--- config.mk ---
export PLATFORM = sky130hd
export DESIGN_NAME = decode_frame_scheduler_flat
export DESIGN_NICKNAME = d
export VERILOG_FILES = /design/src/rtl/decode_frame_scheduler_if.sv /design/src/rtl/decode_frame_scheduler.sv /design/src/flat_wrapper.sv
export SDC_FILE = /design/constraint.sdc
export NUM_CORES = 1
export LEC_CHECK = 0
export BUFFER_PORTS_ARGS = -buffer_cell sky130_fd_sc_hd__buf_2
export CORE_ASPECT_RATIO = 1.5
export CORE_MARGIN = 2
export CORE_UTILIZATION = 33
export DETAILED_ROUTE_END_ITERATION = 10
export PLACE_DENSITY = 0.5
export SLEW_MARGIN = 40
export SYNTH_ARGS = -nofsm -noshare
export SYNTH_HDL_FRONTEND = slang
export SYNTH_SLANG_ARGS = --single-unit
--- constraint.sdc ---
create_clock -name clk -period 3.7 [get_ports clk]
set_input_delay 0.37 -clock clk [delete_from_list [all_inputs] [get_ports clk]]
set_output_delay 0.37 -clock clk [all_outputs]
set_load 0.02 [all_outputs]
--- src/rtl/decode_frame_scheduler_if.sv ---
// -----------------------------------------------------------------------------
// decode_frame_scheduler_if
//
// Handshake bundle between the frame scheduler and the blocks it sequences:
// the input FIFO status, the load FSM, the decode core, the output FIFO
// status and the unload FSM.
//
// Signals:
//   frame_avail   input FIFO holds a complete codeword (level)
//   load_start    one-cycle pulse that starts the load FSM
//   load_done     load complete; the rising edge is the event (level)
//   dec_start     one-cycle pulse that starts one decode iteration
//   iter_done     one-cycle pulse; the decode iteration has finished
//   syndrome_ok   all parity checks satisfied; valid with iter_done
//   out_ready     output FIFO can accept a full codeword (level)
//   unload_start  one-cycle pulse that starts the unload FSM
//   unload_done   unload complete; the rising edge is the event (level)
//
// Modports:
//   master  the scheduler side (drives the start pulses)
//   slave   the side of the FIFOs and the load/decode/unload blocks
// -----------------------------------------------------------------------------
`timescale 1ns/1ps

interface decode_frame_scheduler_if;

    logic frame_avail;
    logic load_start;
    logic load_done;
    logic dec_start;
    logic iter_done;
    logic syndrome_ok;
    logic out_ready;
    logic unload_start;
    logic unload_done;

    modport master (
        input  frame_avail,
        input  load_done,
        input  iter_done,
        input  syndrome_ok,
        input  out_ready,
        input  unload_done,
        output load_start,
        output dec_start,
        output unload_start
    );

    modport slave (
        output frame_avail,
        output load_done,
        output iter_done,
        output syndrome_ok,
        output out_ready,
        output unload_done,
        input  load_start,
        input  dec_start,
        input  unload_start
    );

endinterface

--- src/rtl/decode_frame_scheduler.sv ---
// -----------------------------------------------------------------------------
// decode_frame_scheduler
//
// Top-level sequencer for one codeword through an iterative decoder:
// load from the input FIFO, run up to MAXITER decode iterations, wait for
// space downstream, then unload. Status and error flags are exposed.
//
// Parameters:
//   MAXITER  maximum decode iterations per frame (1 .. 2^ITERW-1)
//   ITERW    width of the iteration counters
//   FRAMEW   width of the finished-frame counter (wraps)
//   WDOGW    watchdog width; a wait state times out after 2^WDOGW-1 cycles
//
// Build option:
//   EARLY_TERM_EN  when defined, an iteration reporting syndrome_ok ends the
//                  decode at once; otherwise every frame runs MAXITER
//                  iterations and syndrome_ok only feeds 'converged'.
//
// Ports:
//   clk          decode clock
//   rst          synchronous, active-low reset
//   bus          handshake bundle (master modport)
//   busy         scheduler is not idle
//   iter_count   iterations completed in the current frame
//   last_iters   iterations used by the last finished frame
//   converged    last finished frame ended with syndrome_ok
//   frame_done   one-cycle pulse per finished frame
//   frame_count  finished frames, modulo 2^FRAMEW
//   wdog_err     sticky; a wait state timed out
//
// Every output is a flop. The start pulses and busy are registered copies of
// the state, so each pulse appears the cycle after its request state.
// -----------------------------------------------------------------------------
`timescale 1ns/1ps

module decode_frame_scheduler #(
    parameter int MAXITER = 10,
    parameter int ITERW   = 5,
    parameter int FRAMEW  = 16,
    parameter int WDOGW   = 10
) (
    input  logic                          clk,
    input  logic                          rst,
    decode_frame_scheduler_if.master      bus,
    output logic                          busy,
    output logic [ITERW-1:0]              iter_count,
    output logic [ITERW-1:0]              last_iters,
    output logic                          converged,
    output logic                          frame_done,
    output logic [FRAMEW-1:0]             frame_count,
    output logic                          wdog_err
);

    localparam logic [ITERW-1:0] MAX_ITER_W = ITERW'(MAXITER);

    typedef enum logic [3:0] {
        S_IDLE,
        S_LOAD_REQ,
        S_LOAD_WAIT,
        S_DEC_START,
        S_DEC_RUN,
        S_UNLOAD_WAIT,
        S_UNLOAD_REQ,
        S_UNLOAD_RUN,
        S_FINISH
    } state_t;

    state_t             state;
    state_t             state_next;

    logic               load_done_q;
    logic               unload_done_q;
    logic               load_rise;
    logic               unload_rise;

    logic [WDOGW-1:0]   wdog_cnt;
    logic               wdog_full;
    logic               watched;
    logic               wdog_clr;
    logic               timeout;

    logic [ITERW-1:0]   iter_inc;
    logic [ITERW-1:0]   iter_next;
    logic               capture;
    logic               early_term;

    // Only a 0->1 transition of the done levels is an event; a level held
    // high across several cycles must not re-trigger.
    assign load_rise   = bus.load_done   & ~load_done_q;
    assign unload_rise = bus.unload_done & ~unload_done_q;

    assign wdog_full   = &wdog_cnt;

`ifdef EARLY_TERM_EN
    assign early_term = bus.syndrome_ok;
`else
    assign early_term = 1'b0;
`endif

    // -------------------------------------------------------------------------
    // Next-state logic
    // -------------------------------------------------------------------------
    always_comb begin
        // NOTE: every variable gets a default before the case so that no path
        // leaves one unassigned, which would otherwise infer a latch.
        state_next = state;
        iter_next  = iter_count;
        capture    = 1'b0;
        timeout    = 1'b0;
        wdog_clr   = 1'b0;
        watched    = 1'b0;

        // Saturating increment; the exit test below keeps it from ever being
        // needed, but the counter can never wrap past MAXITER.
        iter_inc = (iter_count == MAX_ITER_W) ? iter_count : iter_count + 1'b1;

        case (state)
            S_IDLE: begin
                if (bus.frame_avail) begin
                    state_next = S_LOAD_REQ;
                end
            end

            S_LOAD_REQ: begin
                state_next = S_LOAD_WAIT;
            end

            S_LOAD_WAIT: begin
                watched = 1'b1;
                if (load_rise) begin
                    state_next = S_DEC_START;
                    iter_next  = '0;
                end else if (wdog_full) begin
                    timeout    = 1'b1;
                    state_next = S_IDLE;
                end
            end

            S_DEC_START: begin
                state_next = S_DEC_RUN;
            end

            S_DEC_RUN: begin
                watched = 1'b1;
                if (bus.iter_done) begin
                    // A finished iteration wins over a watchdog expiry in the
                    // same cycle: the core did respond in time.
                    iter_next = iter_inc;
                    wdog_clr  = 1'b1;
                    if ((iter_inc == MAX_ITER_W) || early_term) begin
                        capture    = 1'b1;
                        state_next = S_UNLOAD_WAIT;
                    end else begin
                        state_next = S_DEC_START;
                    end
                end else if (wdog_full) begin
                    timeout    = 1'b1;
                    state_next = S_IDLE;
                end
            end

            // Downstream backpressure may last indefinitely, so this wait is
            // deliberately not covered by the watchdog.
            S_UNLOAD_WAIT: begin
                if (bus.out_ready) begin
                    state_next = S_UNLOAD_REQ;
                end
            end

            S_UNLOAD_REQ: begin
                state_next = S_UNLOAD_RUN;
            end

            S_UNLOAD_RUN: begin
                watched = 1'b1;
                if (unload_rise) begin
                    state_next = S_FINISH;
                end else if (wdog_full) begin
                    timeout    = 1'b1;
                    state_next = S_IDLE;
                end
            end

            S_FINISH: begin
                state_next = S_IDLE;
            end

            default: begin
                state_next = S_IDLE;
            end
        endcase
    end

    // -------------------------------------------------------------------------
    // State register, edge-detect history and watchdog
    // -------------------------------------------------------------------------
    always_ff @(posedge clk) begin
        // NOTE: the reset is synchronous and active-low; every flop in the
        // block, including the status outputs, returns to zero here so a
        // frame in flight is abandoned without emitting any pulse.
        if (!rst) begin
            state         <= S_IDLE;
            load_done_q   <= 1'b0;
            unload_done_q <= 1'b0;
            wdog_cnt      <= '0;
        end else begin
            // NOTE: non-blocking assignments for all clocked state, so every
            // flop samples the values from before this edge.
            state         <= state_next;
            load_done_q   <= bus.load_done;
            unload_done_q <= bus.unload_done;
            // Counter restarts on entry to any state and on each finished
            // iteration; it only runs while sitting in a watched state.
            if (wdog_clr || (state_next != state) || !watched) begin
                wdog_cnt <= '0;
            end else begin
                wdog_cnt <= wdog_cnt + 1'b1;
            end
        end
    end

    // -------------------------------------------------------------------------
    // Registered outputs
    // -------------------------------------------------------------------------
    always_ff @(posedge clk) begin
        if (!rst) begin
            bus.load_start   <= 1'b0;
            bus.dec_start    <= 1'b0;
            bus.unload_start <= 1'b0;
            busy             <= 1'b0;
            frame_done       <= 1'b0;
            iter_count       <= '0;
            last_iters       <= '0;
            converged        <= 1'b0;
            frame_count      <= '0;
            wdog_err         <= 1'b0;
        end else begin
            bus.load_start   <= (state == S_LOAD_REQ);
            bus.dec_start    <= (state == S_DEC_START);
            bus.unload_start <= (state == S_UNLOAD_REQ);
            busy             <= (state != S_IDLE);
            frame_done       <= (state == S_FINISH);
            iter_count       <= iter_next;

            if (capture) begin
                last_iters <= iter_inc;
                converged  <= bus.syndrome_ok;
            end

            // A timed-out frame never reaches FINISH, so it is not counted.
            if (state == S_FINISH) begin
                frame_count <= frame_count + 1'b1;
            end

            if (timeout) begin
                wdog_err <= 1'b1;
            end
        end
    end

endmodule
--- src/flat_wrapper.sv ---
// flat-port wrapper written by rule: the top's interface ports become plain ports
module decode_frame_scheduler_flat 
#(
    parameter int MAXITER = 10,
    parameter int ITERW   = 5,
    parameter int FRAMEW  = 16,
    parameter int WDOGW   = 10
)
  (clk, rst, busy, iter_count, last_iters, converged, frame_done, frame_count, wdog_err, bus_frame_avail, bus_load_done, bus_iter_done, bus_syndrome_ok, bus_out_ready, bus_unload_done, bus_load_start, bus_dec_start, bus_unload_start);
  decode_frame_scheduler_if bus_i ();
  input  logic clk;
  input  logic rst;
  output logic busy;
  output logic [ITERW-1:0] iter_count;
  output logic [ITERW-1:0] last_iters;
  output logic converged;
  output logic frame_done;
  output logic [FRAMEW-1:0] frame_count;
  output logic wdog_err;
  input wire logic [$bits(bus_i.frame_avail)-1:0] bus_frame_avail;
  input wire logic [$bits(bus_i.load_done)-1:0] bus_load_done;
  input wire logic [$bits(bus_i.iter_done)-1:0] bus_iter_done;
  input wire logic [$bits(bus_i.syndrome_ok)-1:0] bus_syndrome_ok;
  input wire logic [$bits(bus_i.out_ready)-1:0] bus_out_ready;
  input wire logic [$bits(bus_i.unload_done)-1:0] bus_unload_done;
  output wire logic [$bits(bus_i.load_start)-1:0] bus_load_start;
  output wire logic [$bits(bus_i.dec_start)-1:0] bus_dec_start;
  output wire logic [$bits(bus_i.unload_start)-1:0] bus_unload_start;
  assign bus_i.frame_avail = bus_frame_avail;
  assign bus_i.load_done = bus_load_done;
  assign bus_i.iter_done = bus_iter_done;
  assign bus_i.syndrome_ok = bus_syndrome_ok;
  assign bus_i.out_ready = bus_out_ready;
  assign bus_i.unload_done = bus_unload_done;
  assign bus_load_start = bus_i.load_start;
  assign bus_dec_start = bus_i.dec_start;
  assign bus_unload_start = bus_i.unload_start;
  decode_frame_scheduler #(.MAXITER(MAXITER), .ITERW(ITERW), .FRAMEW(FRAMEW), .WDOGW(WDOGW)) u_core (.clk(clk), .rst(rst), .bus(bus_i), .busy(busy), .iter_count(iter_count), .last_iters(last_iters), .converged(converged), .frame_done(frame_done), .frame_count(frame_count), .wdog_err(wdog_err));
endmodule
# After elaboration in Yosys (flattened, before gate mapping)

Index checks and enable logic that the tools add are counted.

Bitwise logic cells: 5
Mux-type cells: 23
Equal/unequal tests: 13
Reductions and logical operators: 10
Add/subtract/negate cells: 3

Operators with widths:

| kind                                           | number |
|---|---|
| case mux 4 bit (8 select lines)                | 1 |
| two-way mux 4 bit                              | 6 |
| adder 16 x 1 -> 16 bit (second input constant) | 1 |
| == test 4 x 3 -> 1 bit (second input constant) | 4 |
| two-way mux 5 bit                              | 3 |
| adder 10 x 1 -> 10 bit (second input constant) | 1 |
| == test 5 x 4 -> 1 bit (second input constant) | 2 |
| two-way mux 1 bit                              | 10 |
| case mux 5 bit (2 select lines)                | 1 |
| AND reduction 10 bit                           | 1 |
| == test 4 x 2 -> 1 bit (second input constant) | 2 |
| adder 5 x 1 -> 5 bit (second input constant)   | 1 |
| == test 4 x 1 -> 1 bit (second input constant) | 1 |
| == test 4 bit (second input constant)          | 1 |
| zero test 4 bit                                | 1 |
| != test 4 bit                                  | 1 |
| nonzero test 4 bit                             | 1 |
| two-way mux 3 bit                              | 1 |
| inverter 1 bit                                 | 3 |
| case mux 1 bit (3 select lines)                | 1 |
| AND reduction 3 bit                            | 1 |
| OR reduction 3 bit                             | 1 |
| bitwise AND 1 bit                              | 2 |
| logical OR 1 bit                               | 2 |
| other kinds (5)                                | 5 |

Logic and storage cells: 68
Flip-flop bits (word level): 49
Output and inout port bits: 33
Input bits: 8

# Logic depth before layout (Yosys ltp)

Depth in word-level cells: 10
Depth in mapped cells: 8
Gate-level depth less buffers: 7

# Worst setup path after synthesis

OpenSTA, ideal clock, no wires.

Kind: reg-to-reg
From: register u_core.iter_count[0]
To: register u_core.wdog_cnt[3]
Required time: 3.564 ns
Path slack: 1.527 ns
Setup time: 0.136 ns
Clock period less this slack: 2.173 ns
Arrival: 2.037 ns
Cell stages (with the launch flop): 9
Buffers on the path: 1
Path through: dfxtp_1 -> inv_1 -> ha_1 -> nor4bb_1 -> buf_4 -> nor4_2 -> nor4b_4 -> a311oi_2 -> nor3_1

Cells in the longest elaborated chain, start to end: 10
Elaborated cells on any way between the ends: 11
Classes of those cells: add/sub (1); eq/ne (3); mux (4); reduce/logical (3)

RTL lines:

| element                                                        | line                          | RTL |
|---|---|---|
| start: declaration                                             | decode_frame_scheduler.sv:46  | `output logic [ITERW-1:0] iter_count,` |
| start signal: assignment                                       | decode_frame_scheduler.sv:243 | `iter_count <= iter_next;` |
| adder 5 x 1 -> 5 bit or == test 5 x 4 -> 1 bit (tied branches) | decode_frame_scheduler.sv:115 | `iter_inc = (iter_count == MAX_ITER_W) ? iter_count : iter_count + 1'b1;` |
| two-way mux 5 bit (*)                                          | decode_frame_scheduler.sv:115 |  |
| == test 5 x 4 -> 1 bit (*)                                     | decode_frame_scheduler.sv:150 | `if ((iter_inc == MAX_ITER_W) \|\| early_term) begin` |
| two-way mux 3 bit (*)                                          | decode_frame_scheduler.sv:150 |  |
| two-way mux 4 bit (*)                                          | decode_frame_scheduler.sv:145 | `if (bus.iter_done) begin` |
| case mux 4 bit (8 select lines) (*)                            | decode_frame_scheduler.sv:117 | `case (state)` |
| != test 4 bit (*)                                              | decode_frame_scheduler.sv:214 | `if (wdog_clr \|\| (state_next != state) \|\| !watched) begin` |
| logical OR 1 bit (*) (2 in series)                             | decode_frame_scheduler.sv:214 |  |
| OR reduction 2 bit (no line) (*)                               | n/a                           |  |
| end signal: assignment                                         | decode_frame_scheduler.sv:217 | `wdog_cnt <= wdog_cnt + 1'b1;` |
| end: declaration                                               | decode_frame_scheduler.sv:76  | `logic [WDOGW-1:0] wdog_cnt;` |

Mark *: on every way between the ends. The rest lies on a longest branch, timed or not.
A chain may end at the register's enable or synchronous reset.

# Worst setup path in the final report

From: register u_core.iter_count[0]
To: register u_core.wdog_cnt[5]

The elaborated chain is that of the path after synthesis.

==> reports/results.tsv <==
stage	metric	value	unit
hold_path	Hold Path Sink	u_core.load_done_q	
floorplan	chip height	106.6	um
route	# DRC	0	
critical_path	Slowest cell on crit path	nor4bb_2	
timing	worst-margin pin slew	0.7461	ns
placed_design	PortBufs	40	
yosys	Seq/Total Area, Yosys	0.4236	
route	WL/cell	13.83	um
timing	final hold violation count	0	
yosys	Yosys reg bits	49	
clock_tree	hold_buf cts	0	
yosys	ys async rst share	0	
yosys	Syn Area/Cell	8.740	um^2
critical_path	endpoint class of the critical path	flop	
clock_tree	Post CTS Setup Buffer Count	0	
clock_tree	Sink Count	49	
hold_path	type of the most critical hold path	input pin to flop	
timing	RSZ-0062 raised after global routing	false	
grt	overflow left after global routing	0	
run	Max-Cap Viols	0	
critical_path	Worst Path Required	3.88	ns
grt	GRT Util Overall	0.1449	
clock_tree	Worst-Skew Late Latency	0.30	ns
yosys	post-synthesis cell area	2316	um^2
critical_path	worst path cell trace	inv_1, ha_1, nor4bb_2, mux2i_1, nor4b_4, a311oi_2, nor3_1	
critical_path	Worst path depth	7	
clock_tree	cts repair resizes	0	
floorplan	Starting Density	0.3380	
timing	max frequency	0.4084	GHz
critical_path	CP peak stage delay	0.59	ns
cells_and_area	Final Util	0.3866	
timing	final clock skew	0.009357	ns
floorplan	core area	6852	um^2
timing	Setup TNS	0	ns
critical_path	crit path kind	flop to flop	
grt	largest net degree at the start of global routing	23	
cells_and_area	Final #Nets	315	
placed_design	cell count after placement	374	
clock_tree	Reg clk slew, reported paths	0.09	ns
yosys	EDFF count, synth	0	
critical_path	CP Launch Point	u_core.iter_count[0]	
timing	worst hold slack	0.2856	ns
cells_and_area	final instance area	2649	um^2
critical_path	Critical path buffers and inverters	1	
timing	setup violators final	0	
clock_tree	total CTS buffers	5	
cells_and_area	Final Non-Filler Cells	382	
grt	first-pass GRT wire length	8.894	mm
power_and_ir_drop	Power Dens Cells	457.6	nW/um^2
route	Pre-Repair DR Iteration Count	4	
critical_path	CP top delay family	simple AND/OR/NAND/NOR gates	
floorplan	die width	72.40	um
clock_tree	CTS Buffer Depth	2	
power_and_ir_drop	P_leak	1.040	nW
placed_design	gpl congestion	0.8629	
critical_path	Worst R2R Path Depth	7	
floorplan	area of the die	7718	um^2
yosys	Synth Flop Type	dfxtp_1	
yosys	cell count after synthesis	265	
critical_path	CP max FO	7	
timing	Slew Limit Headroom	0.5020	
grt	vias in the first global route	1908	
floorplan	site row count	37	
critical_path	reg-to-reg slack, setup	1.25	ns
route	DRT antenna net count	0	
route	routed wire length	5.284	mm
timing	Slew Limit Fails	0	
hold_path	hold path depth	2	
cells_and_area	share of layout cells above drive strength 1	0.1908	
route	Vias/cell	5.157	
timing	final period utilization	0.6618	
route	initial DRC count	97	
yosys	Yosys warnings	0	
hold_path	min-delay src	bus_load_done	
critical_path	R2R Path End	u_core.wdog_cnt[5]	
grt	initial antenna violation count	0	
critical_path	Worst Path Arrival	2.62	ns
critical_path	origin of the critical flop-to-flop path	u_core.iter_count[0]	
placed_design	Placed Instance Area	2562	um^2
route	DR vias	1970	
cells_and_area	diode count	0	
critical_path	startpoint types	flop	
status	status	finished clean	
yosys	syn_nets	277	
clock_tree	H-tree Lvls	2	
floorplan	I/O pin count	41	
power_and_ir_drop	Peak supply drop	0.0002212	V
clock_tree	Root Driver	clkbuf_8	
timing	Final min period	2.449	ns
placed_design	Detail Placement HPWL	3.888	mm
yosys	synth unique cells	44	
cells_and_area	Syn-to-layout area delta	14.37	%
clock_tree	CTS tree	built	
## Yosys cell counts, types with 2 or more instances
master     n  area (um^2)
and2_1     6        37.54
nor3_1    14        70.07
nand2b_1   2        12.51
mux2i_1    4        40.04
a21o_1     2        15.01
o21ai_0   12        60.06
nor4_1     3        18.77
ha_1       4        50.05
nand3b_1   3        22.52
clkbuf_1   6        22.52
a21oi_1   15        75.07
nor2b_1    3        18.77
nand4_1    4        25.02
o21a_1     4        30.03
inv_1     10        37.54
a211oi_1   2        15.01
and3_1     9        56.30
nor4b_4    2        47.55
clkbuf_8   2        27.53
a31oi_1    2        12.51
nand3_1   16        80.08
nor2_1    36        135.1
nand2_1   13        48.80
xnor2_1   13        113.9
or3_1      4        25.02
xor2_1     8        70.07
dfxtp_1   49        980.9
## layout by cell type (no fill, tap or decap), drive strengths merged, types with 2 or more instances in the layout
master | netlist | routed
o21ai | 12 | 12
nor3 | 14 | 14
dfxtp | 49 | 49
nand3b | 3 | 3
a21oi | 15 | 15
xor2 | 8 | 8
buf | 1 | 40
a211oi | 2 | 2
or2b | 2 | 2
inv | 10 | 11
nor3b | 2 | 2
ha | 4 | 4
a21o | 2 | 2
nand4 | 5 | 5
o21a | 4 | 4
nor2b | 3 | 3
nor2 | 36 | 36
and2 | 6 | 6
and4 | 2 | 2
or3 | 4 | 4
clkbuf | 8 | 6
nand2b | 2 | 2
nand3 | 16 | 16
a31oi | 2 | 2
xnor2 | 13 | 13
nand2 | 13 | 13
and3 | 9 | 9
nor4 | 4 | 4
mux2i | 4 | 4
nor4b | 2 | 2
## cell families (layout without fill, tap and decap cells)
kind of cell / Yosys count / after routing / share of synthesized area
AND/OR/NAND/NOR: 126 / 126 / 0.3063
flip-flops: 49 / 49 / 0.4236
AO/OA/AOI/OAI: 42 / 42 / 0.1107
XOR/XNOR: 21 / 21 / 0.07942
buffers and inverters: 19 / 58 / 0.04106
adder cells (fa/ha/maj): 4 / 4 / 0.02161
multiplexers: 4 / 4 / 0.01729
## metrics by stage
| stage | power [mW] | worst slack (ns) |
|---|---|---|
| 2_1_floorplan | 0.8324 | 1.527 |
| 3_3_place_gp | 0.9108 | 1.058 |
| 3_5_place_dp | 0.9092 | 1.262 |
| 4_1_cts | 1.234 | 1.237 |
| 5_1_grt | 1.301 | 1.041 |
| 6_report | 1.212 | 1.251 |
## worst max-delay path by stage
stage,end,slack [ns]
global placement,u_core.last_iters[0],1.06
CTS,u_core.wdog_cnt[5],1.24
detailed placement,u_core.wdog_cnt[5],1.26
floorplan,u_core.wdog_cnt[3],1.53
global route,u_core.wdog_cnt[5],1.04
finish,u_core.wdog_cnt[5],1.25
## registers in the layout, indices dropped and copies added, names as in the netlist, 4 cells and up
signal	flops
u_core.last_iters	5
u_core.wdog_cnt	10
u_core.state	4
u_core.iter_count	5
u_core.frame_count	16
## final cells by class
| class | instances | area, um^2 |
|---|---|---|
| Fill cell | 752 | 4203 |
| Multi-Input combinational cell | 197 | 1246 |
| Sequential cell | 49 | 980.9 |
| Timing Repair Buffer | 40 | 200.2 |
| Tap cell | 78 | 97.59 |
| Clock buffer | 6 | 72.57 |
| Inverter | 10 | 37.54 |
| Clock inverter | 2 | 13.76 |
## power by group
group / internal (mW) / switching [mW]
Sequential: 0.556 / 0.0630
Clock: 0.135 / 0.181
Combinational: 0.100 / 0.176
## layer usage
layer | vias to the layer above | track usage | wire length (um)
met4 | 0 | 0.06217 | 131
met5 | - | 0 | 0
met1 | 916 | 0.1674 | 2194
met3 | 11 | 0.02632 | 193
met2 | 41 | 0.2562 | 2765
li1 | 1002 | - | -
## worst register-to-register path: cells and delay by family, from the launching register on
family                   cells  cell delay [ns]
AO/OA/AOI/OAI                1             0.53
adder cells (fa/ha/maj)      1             0.13
buffers and inverters        1             0.09
flip-flops                   1             0.37
multiplexers                 1             0.40
AND/OR/NAND/NOR              3             0.81
Note: power is estimated with default switching activity, not from simulation.
